$ cat src/rtl/score_keeper_if.sv
// score_keeper_if: game inputs and renderer-facing outputs of the score keeper.
// The game logic drives the event inputs; the renderer only reads the outputs.
interface score_keeper_if #(
    parameter int NUM_DIGITS = 9
);
    logic                    score_inc;
    logic                    hit;
    logic                    restart;
    logic [4*NUM_DIGITS-1:0] digits;
    logic [2:0]              hearts;
    logic [1:0]              lives;
    logic                    game_over;
    logic                    busy;
    logic                    saturated;

    modport master (
        output score_inc, hit, restart,
        input  digits, hearts, lives, game_over, busy, saturated
    );

    modport slave (
        input  score_inc, hit, restart,
        output digits, hearts, lives, game_over, busy, saturated
    );
endinterface

$ cat src/rtl/score_keeper.sv
// score_keeper: BCD score accumulator (one digit rippled per clock) plus a
// lives tracker with a post-hit invulnerability window and game-over flag.
// Every output comes straight from a register so the renderer sees stable values.
module score_keeper #(
    parameter int NUM_DIGITS    = 9,
    parameter int LIVES_INIT    = 3,
    parameter int PEND_W        = 4,
    parameter int INVULN_CYCLES = 1_000_000
) (
    input  logic             Clk,
    input  logic             Reset,
    score_keeper_if.slave    bus
);

    localparam int IDX_W = (NUM_DIGITS > 1) ? $clog2(NUM_DIGITS) : 1;
    localparam int INV_W = $clog2(INVULN_CYCLES + 1);

    localparam logic [INV_W-1:0]  INV_LOAD   = INV_W'(INVULN_CYCLES - 1);
    localparam logic [PEND_W-1:0] PEND_MAX   = {PEND_W{1'b1}};
    localparam logic [1:0]        LIVES_RST  = 2'(LIVES_INIT);

    localparam logic [0:0] S_IDLE = 1'b0;
    localparam logic [0:0] S_INC  = 1'b1;

    // Thermometer mask of hearts to draw for a given life count.
    function automatic logic [2:0] hearts_of(input logic [1:0] n);
        case (n)
            2'd0:    hearts_of = 3'b000;
            2'd1:    hearts_of = 3'b001;
            2'd2:    hearts_of = 3'b011;
            default: hearts_of = 3'b111;
        endcase
    endfunction

    logic [3:0]        r_dig [NUM_DIGITS];
    logic [IDX_W-1:0]  r_idx;
    logic [0:0]        r_state;
    logic [PEND_W-1:0] r_pend;
    logic              r_busy;
    logic              r_sat;
    logic [INV_W-1:0]  r_inv;
    logic [1:0]        r_lives;
    logic [2:0]        r_hearts;
    logic              r_go;

    logic                    w_all_nines;
    logic                    w_accept;
    logic                    w_inc_ok;
    logic                    w_hit_ok;
    logic                    w_fatal;
    logic [1:0]              w_lives_nx;
    logic [PEND_W-1:0]       w_pend_nx;
    logic [0:0]              w_state_nx;
    logic [3:0]              w_cur;
    logic [4*NUM_DIGITS-1:0] w_digits;

    assign w_accept   = (r_state == S_IDLE) && (r_pend != '0) && !r_go;
    assign w_inc_ok   = bus.score_inc && !r_go;
    assign w_hit_ok   = bus.hit && (r_inv == '0) && (r_lives != 2'd0);
    // A hit that takes the last life also wipes any queued score increments.
    assign w_fatal    = w_hit_ok && (r_lives == 2'd1);
    assign w_lives_nx = w_hit_ok ? r_lives - 2'd1 : r_lives;
    assign w_cur      = r_dig[r_idx];

    // Detect the all-nines score, which cannot be incremented any further.
    always_comb begin
        w_all_nines = 1'b1;
        for (int i = 0; i < NUM_DIGITS; i++) begin
            if (r_dig[i] != 4'd9) w_all_nines = 1'b0;
        end
    end

    // Pending increments: +1 per accepted pulse, -1 per IDLE accept, clamped at max.
    always_comb begin
        w_pend_nx = r_pend;
        if (w_fatal) begin
            w_pend_nx = '0;
        end else if (w_inc_ok && !w_accept) begin
            if (r_pend != PEND_MAX) w_pend_nx = r_pend + 1'b1;
        end else if (!w_inc_ok && w_accept) begin
            w_pend_nx = r_pend - 1'b1;
        end
    end

    // Next FSM state: IDLE starts a ripple, INC ends when a digit absorbs the carry.
    always_comb begin
        w_state_nx = r_state;
        if (r_state == S_IDLE) begin
            if (w_accept && !w_all_nines) w_state_nx = S_INC;
        end else begin
            if (w_cur != 4'd9) w_state_nx = S_IDLE;
        end
    end

    // Score path: pending counter, ripple FSM, digit registers and sticky saturation.
    always_ff @(posedge Clk or posedge Reset) begin
        if (Reset) begin
            for (int i = 0; i < NUM_DIGITS; i++) r_dig[i] <= 4'd0;
            r_idx   <= '0;
            r_state <= S_IDLE;
            r_pend  <= '0;
            r_busy  <= 1'b0;
            r_sat   <= 1'b0;
        end else if (bus.restart) begin
            for (int i = 0; i < NUM_DIGITS; i++) r_dig[i] <= 4'd0;
            r_idx   <= '0;
            r_state <= S_IDLE;
            r_pend  <= '0;
            r_busy  <= 1'b0;
            r_sat   <= 1'b0;
        end else begin
            r_pend  <= w_pend_nx;
            r_state <= w_state_nx;
            r_busy  <= (w_state_nx == S_INC) || (w_pend_nx != '0);
            if (r_state == S_IDLE) begin
                if (w_accept) begin
                    if (w_all_nines) r_sat <= 1'b1;
                    else             r_idx <= '0;
                end
            end else begin
                if (w_cur != 4'd9) begin
                    r_dig[r_idx] <= w_cur + 4'd1;
                end else begin
                    r_dig[r_idx] <= 4'd0;
                    r_idx        <= r_idx + 1'b1;
                end
            end
        end
    end

    // Lives path: accept a hit outside the invulnerability window, then count it down.
    always_ff @(posedge Clk or posedge Reset) begin
        if (Reset) begin
            r_lives  <= LIVES_RST;
            r_hearts <= hearts_of(LIVES_RST);
            r_go     <= 1'b0;
            r_inv    <= '0;
        end else if (bus.restart) begin
            r_lives  <= LIVES_RST;
            r_hearts <= hearts_of(LIVES_RST);
            r_go     <= 1'b0;
            r_inv    <= '0;
        end else begin
            r_lives  <= w_lives_nx;
            r_hearts <= hearts_of(w_lives_nx);
            r_go     <= (w_lives_nx == 2'd0);
            if (w_hit_ok)          r_inv <= INV_LOAD;
            else if (r_inv != '0)  r_inv <= r_inv - 1'b1;
        end
    end

    // Flatten the digit registers onto the output bus, digit 0 in the low nibble.
    always_comb begin
        w_digits = '0;
        for (int i = 0; i < NUM_DIGITS; i++) w_digits[4*i +: 4] = r_dig[i];
    end

    assign bus.digits    = w_digits;
    assign bus.hearts    = r_hearts;
    assign bus.lives     = r_lives;
    assign bus.game_over = r_go;
    assign bus.busy      = r_busy;
    assign bus.saturated = r_sat;

endmodule
$ cat src/flat_wrapper.sv
// flat-port wrapper written by rule: the top's interface ports become plain ports
module score_keeper_flat 
#(
    parameter int NUM_DIGITS    = 9,
    parameter int LIVES_INIT    = 3,
    parameter int PEND_W        = 4,
    parameter int INVULN_CYCLES = 1_000_000
)
  (Clk, Reset, bus_score_inc, bus_hit, bus_restart, bus_digits, bus_hearts, bus_lives, bus_game_over, bus_busy, bus_saturated);
  score_keeper_if #(.NUM_DIGITS(NUM_DIGITS)) bus_i ();
  input  logic Clk;
  input  logic Reset;
  input wire logic [$bits(bus_i.score_inc)-1:0] bus_score_inc;
  input wire logic [$bits(bus_i.hit)-1:0] bus_hit;
  input wire logic [$bits(bus_i.restart)-1:0] bus_restart;
  output wire logic [$bits(bus_i.digits)-1:0] bus_digits;
  output wire logic [$bits(bus_i.hearts)-1:0] bus_hearts;
  output wire logic [$bits(bus_i.lives)-1:0] bus_lives;
  output wire logic [$bits(bus_i.game_over)-1:0] bus_game_over;
  output wire logic [$bits(bus_i.busy)-1:0] bus_busy;
  output wire logic [$bits(bus_i.saturated)-1:0] bus_saturated;
  assign bus_i.score_inc = bus_score_inc;
  assign bus_i.hit = bus_hit;
  assign bus_i.restart = bus_restart;
  assign bus_digits = bus_i.digits;
  assign bus_hearts = bus_i.hearts;
  assign bus_lives = bus_i.lives;
  assign bus_game_over = bus_i.game_over;
  assign bus_busy = bus_i.busy;
  assign bus_saturated = bus_i.saturated;
  score_keeper #(.NUM_DIGITS(NUM_DIGITS), .LIVES_INIT(LIVES_INIT), .PEND_W(PEND_W), .INVULN_CYCLES(INVULN_CYCLES)) u_core (.Clk(Clk), .Reset(Reset), .bus(bus_i));
endmodule
$ cat config.mk
export PLATFORM = sky130hd
export DESIGN_NAME = score_keeper_flat
export DESIGN_NICKNAME = d
export VERILOG_FILES = /design/src/rtl/score_keeper_if.sv /design/src/rtl/score_keeper.sv /design/src/flat_wrapper.sv
export SDC_FILE = /design/constraint.sdc
export NUM_CORES = 1
export LEC_CHECK = 0
export CORE_ASPECT_RATIO = 1.75
export CORE_MARGIN = 2
export CORE_UTILIZATION = 40
export CTS_CLUSTER_DIAMETER = 40
export CTS_CLUSTER_SIZE = 10
export DETAILED_ROUTE_END_ITERATION = 8
export PLACE_DENSITY_LB_ADDON = 0.05
export SETUP_SLACK_MARGIN = 0.4
export SLEW_MARGIN = 0
export SYNTH_ARGS = -nofsm -noshare
export SYNTH_HDL_FRONTEND = slang
export SYNTH_SLANG_ARGS = --single-unit
$ cat constraint.sdc
create_clock -name Clk -period 2.48 [get_ports Clk]
set_input_delay 0.62 -clock Clk [delete_from_list [all_inputs] [get_ports Clk]]
set_output_delay 0.62 -clock Clk [all_outputs]
set_load 0.01 [all_outputs]
# Word level (Yosys, flattened, before mapping)
# Cells that the tools add are included.
# totals
elab_cells,120
out_inout_bits,44
reg_bits,73
in_bits,5
# classes
n_mux,45
n_reduce_logical,28
n_eq_ne,17
n_lt_le_gt_ge,2
bitwise,4
addsub,6
# op_table
op,n
$mux W36,3
$mux W20,3
$mux W4,13
$ne A4 B4 Y1 const B,11
$and A36 B36 Y36,1
$bwmux W36,1
$not A36 Y36,1
$logic_not A20 Y1,1
$reduce_bool A20 Y1,1
$sub A20 B1 Y20 const B,1
$mux W1,19
$bmux W4 S4,1
$demux W4 S4,1
$add A4 B1 Y4 const B,3
$logic_and A1 B1 Y1,10
$pmux W3 S3,1
$reduce_bool A2 Y1,4
$reduce_bool A4 Y1,2
$reduce_and A3 Y1,2
$reduce_bool A3 Y1,2
$ge A5 B5 Y1 const B,1
$lt A5 B1 Y1 const B,1
$not A4 Y5,1
$eq A2 B1 Y1 const B,2
other kinds (12),16

# Depth between registers and ports, before layout
# depth
word_depth,16
depth_mapped,11
mapped_depth_nobuf,9

# Worst setup path before layout
# No wires, ideal clock.
# synth_timing
path_kind,register to register
startpoint,register u_core.r_idx[2]
endpoint,register u_core.r_idx[1]
arrival_ns,2.212
required_time_ns,2.408
period_less_slack_ns,2.285
stages_incl_launch_ff,10
setup_ns,0.072
n_path_buf,1
setup_slack_ns,0.195
cell_sequence,dfrtp_1 > buf_4 > or4b_1 > o21ai_0 > o31a_1 > ha_1 > o211a_2 > a31oi_2 > mux2_1 > nor2_1
# synth_via
elab_chain_len,7
# synth_rtl
item,line_no,text
from (decl),score_keeper.sv:36,logic [IDX_W-1:0] r_idx;
from (signal assigned),score_keeper.sv:125,r_idx <= r_idx + 1'b1;
$not A4 Y5 (implied by the code),score_keeper.sv:63,assign w_cur = r_dig[r_idx];
$bmux W4 S4,score_keeper.sv:63,
$mux W4 (implied by the code) (2 in series),score_keeper.sv:63,
$ne A4 B4 Y1,score_keeper.sv:121,if (w_cur != 4'd9) begin
$ne A3 B3 Y1 (no source line),-,
$reduce_and A3 Y1 (no source line),-,
# Every way passes these cells. The select of a mux whose other input is x is not followed.
# A chain may end at the register's enable or synchronous reset.

# Worst setup path in the final report
# layout_timing
startpoint,register u_core.r_idx[0]
endpoint,register u_core.r_idx[0]
# layout_via
elab_chain_len,7
elab_cells_between_ends,11
classes_between,add/sub: 1; eq/ne: 2; mux: 6; bitwise: 1; reduce/logical: 1
# layout_rtl
item,line_no
$not A4 Y5 (implied by the code),score_keeper.sv:63
$bmux W4 S4,score_keeper.sv:63
$mux W4 (implied by the code) (2 in series),score_keeper.sv:63
$ne A4 B4 Y1,score_keeper.sv:121
$ne A3 B3 Y1 (no source line),-
$reduce_and A3 Y1 (no source line),-
# Parallel ways exist; a longest one is shown, timed or not. The select of a mux whose other input is x is not followed.

==> metrics.md <==
| Metric | Value |
|---|---|
| GRT Total Usage | around a quarter |
| Startpoint class of the critical path | flop |
| Fin Hold WS | between 0.5 and 0.6 ns |
| Max Used Layer | met4 |
| Min-delay src | u_core.bus.saturated |
| Synthesized area | ~0.0041 sq mm |
| Static leakage | 2.31 nW |
| Antenna-violating nets left | 0 |
| Top-level port count | 49 |
| Initial DRC count | 210 |
| Worst Path Arrival | ~2.5 ns |
| Post-synth top area share | about two fifths |
| Clock sink count | 73 |
| Met3 WL | roughly 280 um |
| Switching share of power | between 30% and 40% |
| Synth Register Bits | 73 |
| Syn avg cell area | 9.57 sq um |
| Syn Inst Count | 432 |
| Clk_lat worst skew | about 0.34 ns |
| CTS max path bufs | 2 |
| PortBufs | between 40 and 50 |
| Number of global-route vias before repair | 3,873 |
| Pwr Total | 5.11 mW |
| Clock skew | around 0.0058 ns |
| Pint | 3.26 mW |
| Slowest stage delay, CP | 0.53 ns |
| Syn Nets | approximately 450 |
| Wire per inst | 19.3 um |
| Fmax | about 430 MHz |
| Crit-path slowest cell | or4b_1 |
| Register area share after synthesis | about 44% |
| First-pass GRT wire length | 20,500 um |
| Final setup fails | 0 |
| Predominant post-synthesis flop cell | dfrtp_1 |
| Slew Limit Fails | 0 |
| Cell depth of the worst hold path | 1 |
| GPL Wtd Cong | 0.889 |
| Hold bufs inserted after CTS | 0 |
| RSZ-0062 raised after global routing | yes |
| Setup TNS | 0 ns |
| Max-slew headroom | between 50% and 60% |
| Placed inst area | a little over 0.005 sq mm |
| Fillers | roughly 950 |
| Worst Path Required | 2.69 ns |
| Hold crit path type | flop to flop |
| Share of layout cells above drive strength 1 | roughly a quarter |
| Leading area contributor after synthesis | dfrtp_1 |
| Max_cap viols | 0 |
| H-tree depth | 3 |
| Ant diodes | 0 |
| Setup ws final | 0.179 ns |
| Clk slew on worst S/H paths | ~0.060 ns |
| Num CTS Buffers | 9 |
| 1st-pass router iterations | 4 |
| Synthesis warning total | 0 |
| Top post-synthesis cells by area | dfrtp_1 (41%), mux2i_1 (6.1%), nor2_1 (4.9%), a21oi_1 (4.1%), ha_1 (3.6%) |
| Met1 wire length | around 4800 um |
| Post-Layout Cell Count | 660 |
| R2R setup slack | around 0.18 ns |
| Post-Place Cells | about 630 |
| Initial core utilization | about two fifths |
| Gate power share | a little over two fifths |
| Root Driver | clkbuf_16 |
| Pre-CTS setup slack | -0.0818 ns |
| Via count | between 3,000 and 4,000 |
| Crit path time final | around 2.3 ns |
| Area delta synth->final | 37.8% |
| WL met2 | around 7000 um |
| R2R depth | 9 |
| Die width | just over 80 um |
| Worst VDD drop | 589 uV |
| Commonest non-fill, non-tap cells in the layout | dfrtp_1 (65), nor2_1 (52), clkdlybuf4s50_1 (46), buf_4 (46), a21oi_1 (31) |
| Most common cell after layout, fill and taps aside | dfrtp_1 |
| Core Box Area | a little over 0.01 sq mm |
| Final Cycle Share | 92.8% |
| Total gr overflow | 0 |
| Yosys cell types | 63 |
| Largest net degree at the start of global routing | 74 |
| DIE AREA | approximately 0.011 sq mm |
| Final instance area | 0.00570 sq mm |
| WL final | around 13,000 um |
| RR Startpoint | u_core.r_idx[0] |
| Initial antenna violation count | 0 |
| Reg-to-reg critical path endpoint | u_core.r_idx[0] |
| Crit path max fanout | 6 |
| DR DRC count | 0 |
| Fin util | a little under three fifths |
| Worst-margin pin slew | ~0.70 ns |
| Reg power frac | between 30% and 40% |
| Crit path max-delay family | compound AO/OA/AOI/OAI gates |
| CP cell instances | or4b_1 > o21ai_1 > o31a_1 > ha_2 > o211a_4 > a31oi_4 > buf_6 > mux2i_1 > nor2_1 |
| Crit path capture type | flop |
| Min-Delay Endpoint | u_core.bus.saturated |
| Crit Path Class | flop to flop |
| Async set-reset flop share out of synthesis | 100% |
| DIE HEIGHT | approximately 140 um |
| Status | finished clean |
| Final HPWL DP | between 9000 and 10,000 um |
| Nets | 545 |
| Row cnt | 49 |
| Power Density | about 900 mW/mm^2 |
| Vias/cell | 5.57 |
| Psw | around 1.8 mW |
| Clock power frac | between 20% and 30% |
| TritonCTS clock tree | yes |
| Final hold vios | 0 |
| Post-synth EDFFs | 0 |
| CP Buf/Inv Count | 1 |
[layout make-up]
type,count,area (sq um),share of cell area (%)
Multi-Input combinational cell,323,2330,41.0
Timing Repair Buffer,107,1000,17.5
Clock buffer,10,229,4.02
Tap cell,127,159,2.79
Sequential cell,73,1840,32.2
Inverter,14,56.3,0.988
Clock inverter,6,82.6,1.45
[cells in the mapped netlist (4+ instances only)]
cell type	n
a31oi_1	4
a21oi_1	34
xnor2_1	11
nor2_1	54
ha_1	12
nor3b_1	8
mux2i_1	25
a211oi_1	12
nor3_1	7
buf_2	7
nand3_1	12
nand2_1	32
o21ai_0	23
dfrtp_1	68
dfstp_2	5
nand3b_1	5
nor4_1	5
clkbuf_1	9
o221ai_1	4
xor2_1	6
o211ai_1	4
inv_1	14
nor2b_1	4
[cell families after synthesis]
logic type | after synthesis | share of synthesized area, %
AOI/OAI and AO/OA | 106 | 16.9
xor gates and xnor gates | 17 | 3.60
adders and majority gates | 12 | 3.63
buffers and inverters | 36 | 4.15
DFF | 73 | 44.3
muxes | 26 | 6.33
and+or+nand+nor | 162 | 21.0
[power groups by stage]
stage	clock (mW)	combinational [mW]	sequential (mW)
after floorplan	0	1.23	1.52
after global placement	0	1.81	1.57
after detailed placement	0	1.84	1.58
after CTS	1.41	2.05	1.57
after global routing	1.46	2.35	1.59
final	1.38	2.15	1.57
[registers in the layout, summed over array words and instances (netlist names)]
register and count:
u_core.bus.lives 2, u_core.r_inv 20, u_core.r_state 1, u_core.r_pend 4, u_core.r_idx 4, u_core.bus.saturated 1
u_core.bus.busy 1, u_core.bus.digits 36, u_core.bus.hearts 3, u_core.bus.game_over 1
[timing repair]
action	CTS	global route
endpoints found under the setup margin	64	64
resized for setup	34	19
buffers inserted	11	2
pin swaps	10	15
[worst max path at each step]
stage / start / end / slack (ns) / cells past startpoint
final: u_core.r_idx[0] / u_core.r_idx[0] / 0.18 / 9
after global routing: u_core.r_idx[0] / u_core.r_idx[0] / 0.1 / 9
after CTS: u_core.r_idx[0] / u_core.bus.digits[22] / 0.19 / 9
after detailed placement: bus_score_inc / u_core.bus.busy / -0.08 / 7
after global placement: bus_score_inc / u_core.bus.busy / -0.05 / 7
after floorplan: u_core.r_idx[2] / u_core.bus.digits[10] / 0.25 / 9
[metal layers]
layer  up-vias  global-route usage [%]
met1      1841                    26.9
met4         0                    11.2
met3        28                    3.52
met2        62                    44.0
li1       1748                       -
met5         -                       0
(Power assumes the default switching activity.)
